$ cat config.mk
export PLATFORM = sky130hd
export DESIGN_NAME = uart_reply_tx
export DESIGN_NICKNAME = d
export VERILOG_FILES = /design/src/rtl/uart_pkg.sv /design/src/rtl/uart_reply_tx.sv
export SDC_FILE = /design/constraint.sdc
export NUM_CORES = 1
export LEC_CHECK = 0
export BUFFER_PORTS_ARGS = -buffer_cell sky130_fd_sc_hd__buf_2
export CORE_ASPECT_RATIO = 1.2
export CORE_UTILIZATION = 40
export CTS_CLUSTER_SIZE = 30
export DETAILED_ROUTE_END_ITERATION = 10
export HOLD_SLACK_MARGIN = 0.05
export SYNTH_ARGS = -nofsm -noshare
export SYNTH_HDL_FRONTEND = slang
export SYNTH_SLANG_ARGS = --single-unit
$ cat constraint.sdc
create_clock -name clk -period 2.6 [get_ports clk]
set_input_delay 0.26 -clock clk [delete_from_list [all_inputs] [get_ports clk]]
set_output_delay 0.26 -clock clk [all_outputs]
set_load 0.05 [all_outputs]
$ cat src/rtl/uart_pkg.sv
`default_nettype none
// ============================================================================
// Module      : uart_pkg
// Description : Shared constants for the UART reply path: packet length,
//               default sync byte, reply FSM state encoding, packet byte
//               index constants and the reply checksum helper.
// Revision    : 1.0 - initial release
// ============================================================================
package uart_pkg;

  // First byte of every reply packet unless overridden at the top level
  localparam logic [7:0] SYNC_BYTE_DEFAULT = 8'hA5;

  // Bytes per reply packet: SYNC, CMD, STATUS, VAL_HI, VAL_LO, CHECKSUM
  localparam int PKT_LEN = 6;

  // Reply FSM state encoding
  localparam logic [1:0] IDLE = 2'd0;
  localparam logic [1:0] SEND = 2'd1;
  localparam logic [1:0] DONE = 2'd2;

  // Position of each field within the packet
  localparam logic [2:0] IDX_SYNC   = 3'd0;
  localparam logic [2:0] IDX_CMD    = 3'd1;
  localparam logic [2:0] IDX_STATUS = 3'd2;
  localparam logic [2:0] IDX_VAL_HI = 3'd3;
  localparam logic [2:0] IDX_VAL_LO = 3'd4;
  localparam logic [2:0] IDX_CSUM   = 3'd5;

  // XOR over every payload byte (the sync byte is not covered)
  function automatic logic [7:0] reply_checksum(
    input logic [7:0]  cmd,
    input logic [7:0]  status,
    input logic [15:0] value
  );
    return cmd ^ status ^ value[15:8] ^ value[7:0];
  endfunction

endpackage
`default_nettype wire

$ cat src/rtl/uart_reply_tx.sv
`default_nettype none
// ============================================================================
// Module      : uart_reply_tx
// Description : Serialises a reply request (command echo, status, 16-bit
//               value) into a 6-byte packet written into the UART TX FIFO.
//               A packet is only started when the FIFO can hold all of it.
// Ports       :
//   clk, rst                 - clock, synchronous active-high reset
//   reply_valid/ready        - request handshake
//   reply_cmd/status/value   - request payload (value sent big-endian)
//   tx_fifo_data/write_enable- byte and write strobe into the TX FIFO
//   tx_fifo_full/data_count  - FIFO status used for pacing and admission
//   busy                     - packet in progress (SEND or DONE)
//   reply_done               - one-cycle pulse after the last byte
// Revision    : 1.0 - initial release
// ============================================================================
module uart_reply_tx
  import uart_pkg::*;
#(
  parameter logic [7:0] SYNC_BYTE  = SYNC_BYTE_DEFAULT,
  parameter int         FIFO_DEPTH = 32
) (
  input  logic        clk,
  input  logic        rst,
  input  logic        reply_valid,
  output logic        reply_ready,
  input  logic [7:0]  reply_cmd,
  input  logic [7:0]  reply_status,
  input  logic [15:0] reply_value,
  output logic [7:0]  tx_fifo_data,
  output logic        tx_fifo_write_enable,
  input  logic        tx_fifo_full,
  input  logic [5:0]  tx_fifo_data_count,
  output logic        busy,
  output logic        reply_done
);

  logic [1:0]  r_state;
  logic [2:0]  r_idx;
  logic [7:0]  r_cmd;
  logic [7:0]  r_status;
  logic [15:0] r_value;
  logic [7:0]  r_csum;

  logic [6:0]  w_free;
  logic        w_space_ok;
  logic        w_ready;
  logic        w_write;
  logic [7:0]  w_byte;

  // Free space is computed one bit wider than the count so a depth of up
  // to 63 minus any count never wraps. The count bound guards against a
  // nonsensical count above the depth looking like a huge free space.
  assign w_free     = 7'(FIFO_DEPTH) - {1'b0, tx_fifo_data_count};
  assign w_space_ok = (w_free >= 7'(PKT_LEN)) &&
                      ({1'b0, tx_fifo_data_count} <= 7'(FIFO_DEPTH));

  // rst is folded in so the request side sees "not ready" while reset is
  // held, independent of the state register's pre-reset contents.
  assign w_ready = !rst && (r_state == IDLE) && !tx_fifo_full && w_space_ok;

  // A byte is written on every SEND cycle the FIFO is not full
  assign w_write = (r_state == SEND) && !tx_fifo_full;

  always_comb begin
    w_byte = 8'h00;
    if (r_state == SEND) begin
      case (r_idx)
        IDX_SYNC:   w_byte = SYNC_BYTE;
        IDX_CMD:    w_byte = r_cmd;
        IDX_STATUS: w_byte = r_status;
        IDX_VAL_HI: w_byte = r_value[15:8];
        IDX_VAL_LO: w_byte = r_value[7:0];
        IDX_CSUM:   w_byte = r_csum;
        default:    w_byte = 8'h00;
      endcase
    end
  end

  always_ff @(posedge clk) begin
    if (rst) begin
      r_state  <= IDLE;
      r_idx    <= IDX_SYNC;
      r_cmd    <= 8'h00;
      r_status <= 8'h00;
      r_value  <= 16'h0000;
      r_csum   <= 8'h00;
    end else begin
      case (r_state)
        IDLE: begin
          if (reply_valid && w_ready) begin
            r_cmd    <= reply_cmd;
            r_status <= reply_status;
            r_value  <= reply_value;
            r_csum   <= reply_checksum(reply_cmd, reply_status, reply_value);
            r_idx    <= IDX_SYNC;
            r_state  <= SEND;
          end
        end
        SEND: begin
          // Backpressure simply freezes the index; the byte mux output
          // therefore holds until the FIFO drains.
          if (!tx_fifo_full) begin
            if (r_idx == IDX_CSUM) begin
              r_idx   <= IDX_SYNC;
              r_state <= DONE;
            end else begin
              r_idx <= r_idx + 3'd1;
            end
          end
        end
        DONE: begin
          r_state <= IDLE;
        end
        default: begin
          r_state <= IDLE;
          r_idx   <= IDX_SYNC;
        end
      endcase
    end
  end

  assign reply_ready          = w_ready;
  assign tx_fifo_write_enable = w_write;
  assign tx_fifo_data         = w_byte;
  assign busy                 = (r_state == SEND) || (r_state == DONE);
  assign reply_done           = (r_state == DONE);

endmodule
`default_nettype wire

Word level (Yosys, flattened, before mapping):

Cells that the tools add are included.

* logic and storage cells: 48
* output and inout bits: 12
* flip-flop bits (word level): 45

* eq/ne operators: 10
* magnitude comparators: 2
* reductions and logical operators: 14
* add/subtract/negate cells: 2
* muxes and demuxes: 10
* bitwise gates (word level): 4

Operators with widths (number)
* 8-bit one-hot mux with 6 select lines: 1
* 8-bit XOR: 3
* 3-bit 2-to-1 mux: 3
* 3-bit one-hot mux with 3 select lines: 1
* 8-bit 2-to-1 mux: 1
* 7-bit by 3-bit >= comparator with 1-bit output (second input constant): 1
* 6-bit by 6-bit subtractor with 7-bit output (first input constant): 1
* 3-bit by 2-bit equality test with 1-bit output (second input constant): 2
* 3-bit equality test (second input constant): 2
* 6-bit less-or-equal comparator (second input constant): 1
* 1-bit logical AND: 6
* 2-bit 2-to-1 mux: 3
* 3-bit AND reduction: 2
* 2-bit by 1-bit inequality test with 1-bit output (second input constant): 2
* 2-bit one-hot mux with 2 select lines: 1
* 3-bit by 1-bit adder with 3-bit output (second input constant): 1
* 3-bit by 1-bit equality test with 1-bit output (second input constant): 1
* 3-bit logical NOT: 1
* 2-bit by 1-bit equality test with 1-bit output (second input constant): 1
* 2-bit equality test (second input constant): 1
* 1-bit logical NOT: 2
* 2-bit logical NOT: 1
* 2-bit inequality test (second input constant): 1
* 2-bit AND reduction: 1
* other kinds (2): 2

Longest topological paths before layout:

* depth in word-level cells: 7
* mapped depth: 9
* depth with buffers taken out: 7

Least setup slack after synthesis:

Ideal clock, no wire load.

* path kind: input to output
* start point: input tx_fifo_data_count[0]
* end point: output reply_ready
* slack: 0.007 ns
* required time: 2.340 ns
* cell stages on the path: 6
* path buffers: 0
* arrival time: 2.333 ns
* cell sequence: inv_1 > ha_1 > or3_1 > a21oi_1 > nor2_1 > nor3_1

* word-level cells in the longest chain between the ends: 4

Ends and longest elaborated chain
* from (decl): line uart_reply_tx.sv:33 `input logic [5:0] tx_fifo_data_count,`
* 6-bit by 6-bit subtractor with 7-bit output: line uart_reply_tx.sv:54 `assign w_free = 7'(FIFO_DEPTH) - {1'b0, tx_fifo_data_count};`
* 7-bit by 3-bit >= comparator with 1-bit output: line uart_reply_tx.sv:55 `assign w_space_ok = (w_free >= 7'(PKT_LEN)) &&`
* 1-bit logical AND *: line uart_reply_tx.sv:55
* 1-bit logical AND *: line uart_reply_tx.sv:60 `assign w_ready = !rst && (r_state == IDLE) && !tx_fifo_full && w_space_ok;`
* to (decl): line uart_reply_tx.sv:26 `output logic reply_ready,`

Every way passes the cells marked *; elsewhere a longest branch is shown, timed or not.

Worst setup path in the final report:

* start point: register r_idx[0]
* end point: output tx_fifo_data[2]

* word-level cells in the longest chain between the ends: 3

Ends and longest elaborated chain
* from (decl): line uart_reply_tx.sv:39 `logic [2:0] r_idx;`
* from (signal assigned): line uart_reply_tx.sv:108 `r_idx <= r_idx + 3'd1;`
* 3-bit equality test, or another cell as far along: line uart_reply_tx.sv:68 `case (r_idx)`
* 8-bit one-hot mux with 6 select lines *: line uart_reply_tx.sv:68
* 8-bit 2-to-1 mux *: line uart_reply_tx.sv:67 `if (r_state == SEND) begin`
* to (decl): line uart_reply_tx.sv:30 `output logic [7:0] tx_fifo_data,`

Marked as above.

==> impl_metrics.json <==
{
  "fin_crit_ns": 2.42,
  "overflow": 0,
  "drive_gt1_frac": 0.269,
  "path_delay_family": "flip-flops",
  "insertion_delay_ns": 0.29,
  "fillers": 560,
  "r2r_cells": 8,
  "area_growth_pct": 19.1,
  "r2r_start": "r_state[1]",
  "maxCapViolCount": 0,
  "endpoint_kind": "output pin",
  "synth_ff_type": "dfxtp_1",
  "cellPowerDensity_mw_per_mm2": 550,
  "tightest_slew_ns": 0.764,
  "cts_setup_buffers": 0,
  "met1_usage": 0.242,
  "ys_seq_area_frac": 0.386,
  "fin_skew_ns": 0.00563,
  "grt_use_met2": 0.315,
  "holdBufCountCts": 0,
  "synth_top_family_by_area": "compound AO/OA/AOI/OAI gates",
  "syn_nets": 289,
  "slowest_delay_ns": 0.61,
  "wl_per_cell_um": 15.2,
  "synth_area_mm2": 0.00233,
  "hold_class": "in2reg",
  "p_clk_frac": 0.306,
  "path_class": "reg2out",
  "num_antenna_cells": 0,
  "intPower_mw": 1.09,
  "via_count": 2037,
  "r2r_slack_ns": 0.58,
  "cts_sinks": 45,
  "required_ns": 2.34,
  "netSwitchingFraction": 0.286,
  "slew_viol_final": 0,
  "path_cells": "inv_2, nor2_1, ha_1, nand2_1, a41oi_1, buf_2",
  "grt_max_degree": 42,
  "r2r_end": "r_value[4]",
  "gp_congestion": 0.775,
  "crit_slowest_cell": "dfxtp_1",
  "setup-tns-final_ns": 0,
  "via_per_inst": 5.64,
  "comb_power_share": 0.209,
  "synth_edf_count": 0,
  "synth_fa_ha_area_frac": 0.0322,
  "io_pins": 54,
  "die_area_mm2": 0.00614,
  "port_buffers": 53,
  "hp-start": "reply_value[10]",
  "synth_mux_area_frac": 0.0177,
  "critPathLaunchType": "flip-flop",
  "max_freq_ghz": 0.414,
  "avgSynthCellArea_um2": 9.68,
  "cp_max_fo": 10,
  "cts_tree": "yes",
  "path_buf_inv": 2,
  "utilization": 0.494,
  "slew_headroom": 0.487,
  "ir_worst_vdd_uv": 373,
  "met3_usage": 0.0306,
  "die_x_um": 71.7,
  "layout_common_cells": "buf_2 (53), dfxtp_1 (45), a22o_1 (34)",
  "cts.path.max_buffers": 2,
  "antenna_found_initial": 0,
  "status": "finished, final reports clean",
  "first_pass_iters": 6,
  "holdPathStages": 2,
  "rsz0062_at_grt": "no",
  "synthCells": 241,
  "fp-row-count": 30,
  "yosysUniqueCellTypes": 44,
  "hpwlAfterDp_um": 3860,
  "first_global_vias": 1936,
  "final-hold-violation-count": 0,
  "seqPwrFrac": 0.484,
  "synth-simple-area-share": 0.0815,
  "busiest_layer": "met2",
  "clock-root-buffer": "clkbuf_8",
  "grt_pass1_wl_um": 9040,
  "switching_power_uw": 438,
  "drc": 0,
  "synth_xor_area_frac": 0.0938,
  "critical_path_arrival_ns": 2.16,
  "synth_warnings": 0,
  "cts_made_buffers": 5,
  "design.core.area_mm2": 0.00563,
  "synth_compound_area_frac": 0.334,
  "finalSetupViolations": 0,
  "min_to": "r_value[10]",
  "die_h_um": 85.7,
  "p_leak_nw": 1.15,
  "routed_wl_um": 5500,
  "htree_num_levels": 2,
  "drt_first_iter_violations": 71,
  "async_reset_ff_frac": 0,
  "cts_resized": 0,
  "power_mw": 1.53,
  "layout_commonest_cell": "buf_2",
  "clk_pin_slew_ns": 0.08,
  "ys_seq_elements": 45,
  "period_share": 0.930,
  "fin_nets": 344,
  "start_util": 0.414,
  "ant_nets": 0,
  "grt_use_total": 0.185
}
power by group through the flow:
stage                     Sequential, mW  Combinational (mW)  Clock, mW
after floorplan                    0.749               0.235          0
after detailed placement           0.756               0.321          0
after global placement             0.756               0.319          0
after CTS                          0.740               0.323      0.478
after global routing               0.745               0.350      0.516
final                              0.740               0.320      0.468
metrics by stage:
stage | hold WS [ns] | cell area [um^2] | instances | setup WS [ns]
2_1_floorplan | 0.393 | 2330 | 241 | 0.00679
3_3_place_gp | 0.456 | 2680 | 353 | 0.505
3_5_place_dp | 0.461 | 2680 | 353 | 0.473
4_1_cts | 0.201 | 2780 | 361 | 0.227
5_1_grt | 0.204 | 2780 | 361 | 0.0326
6_report | 0.206 | 2780 | 361 | 0.182
area by class of cell:
class | count | area, um^2 | area share
multi-input combinational | 171 | 1300 | 0.469
sequential | 45 | 901 | 0.324
timing repair buffer | 64 | 360 | 0.130
clock buffer | 7 | 96.3 | 0.0347
tap | 64 | 80.1 | 0.0288
inverter | 9 | 33.8 | 0.0122
clock inverter | 1 | 5.00 | 0.00180
worst reg2reg max path, stage by stage (launching register included):
cell      delay [ns]
dfxtp_1         0.35
inv_1           0.09
ha_1            0.21
clkinv_1        0.19
or2_1           0.32
a211oi_4        0.23
nor3_4          0.05
buf_4           0.24
a22o_1          0.24
flip-flops by register name, summed over array words and instances (netlist names):
| signal | count |
|---|---|
| r_status | 8 |
| r_state | 2 |
| r_csum | 8 |
| r_idx | 3 |
| r_value | 16 |
| r_cmd | 8 |
Yosys cell counts, drive strengths merged, types with 3 or more instances:
| master | number | area, um^2 |
|---|---|---|
| ha | 6 | 75.1 |
| mux2i | 3 | 30.0 |
| inv | 8 | 30.0 |
| xnor2 | 24 | 210 |
| a32oi | 3 | 26.3 |
| nand2 | 7 | 26.3 |
| a22oi | 5 | 37.5 |
| nor2b | 3 | 18.8 |
| a22o | 34 | 298 |
| a21oi | 21 | 105 |
| o31ai | 8 | 60.1 |
| clkbuf | 8 | 30.0 |
| o21ai | 7 | 35.0 |
| buf | 8 | 65.1 |
| o41ai | 3 | 26.3 |
| a221oi | 4 | 35.0 |
| nor2 | 14 | 52.6 |
| dfxtp | 45 | 901 |
| nor3 | 6 | 41.3 |
worst max-delay path by stage:
stage | start | to | slack (ns) | cells after the start
global route | r_idx[0] | tx_fifo_data[7] | 0.03 | 6
finish | r_idx[0] | tx_fifo_data[2] | 0.18 | 6
global placement | tx_fifo_data_count[0] | r_status[0] | 0.50 | 9
detailed placement | tx_fifo_data_count[0] | r_status[1] | 0.47 | 9
CTS | r_idx[0] | tx_fifo_data[2] | 0.23 | 6
floorplan | tx_fifo_data_count[0] | reply_ready | 0.007 | 6
routing by layer:
layer	share of wire	wire (um)	up-vias
met5	0	0	-
met4	0.0080	44	0
met3	0.038	211	4
met2	0.47	2610	44
met1	0.48	2640	960
li1	-	-	1029
cell families (layout without fill, tap and decap cells):
group	after synthesis	after routing
AO/OA/AOI/OAI	99	99
XOR/XNOR	25	25
adder cells (fa/ha/maj)	6	6
buffers and inverters	25	81
flip-flops	45	45
multiplexers	4	4
AND/OR/NAND/NOR	37	37
Power figures use the tool's default switching activity.
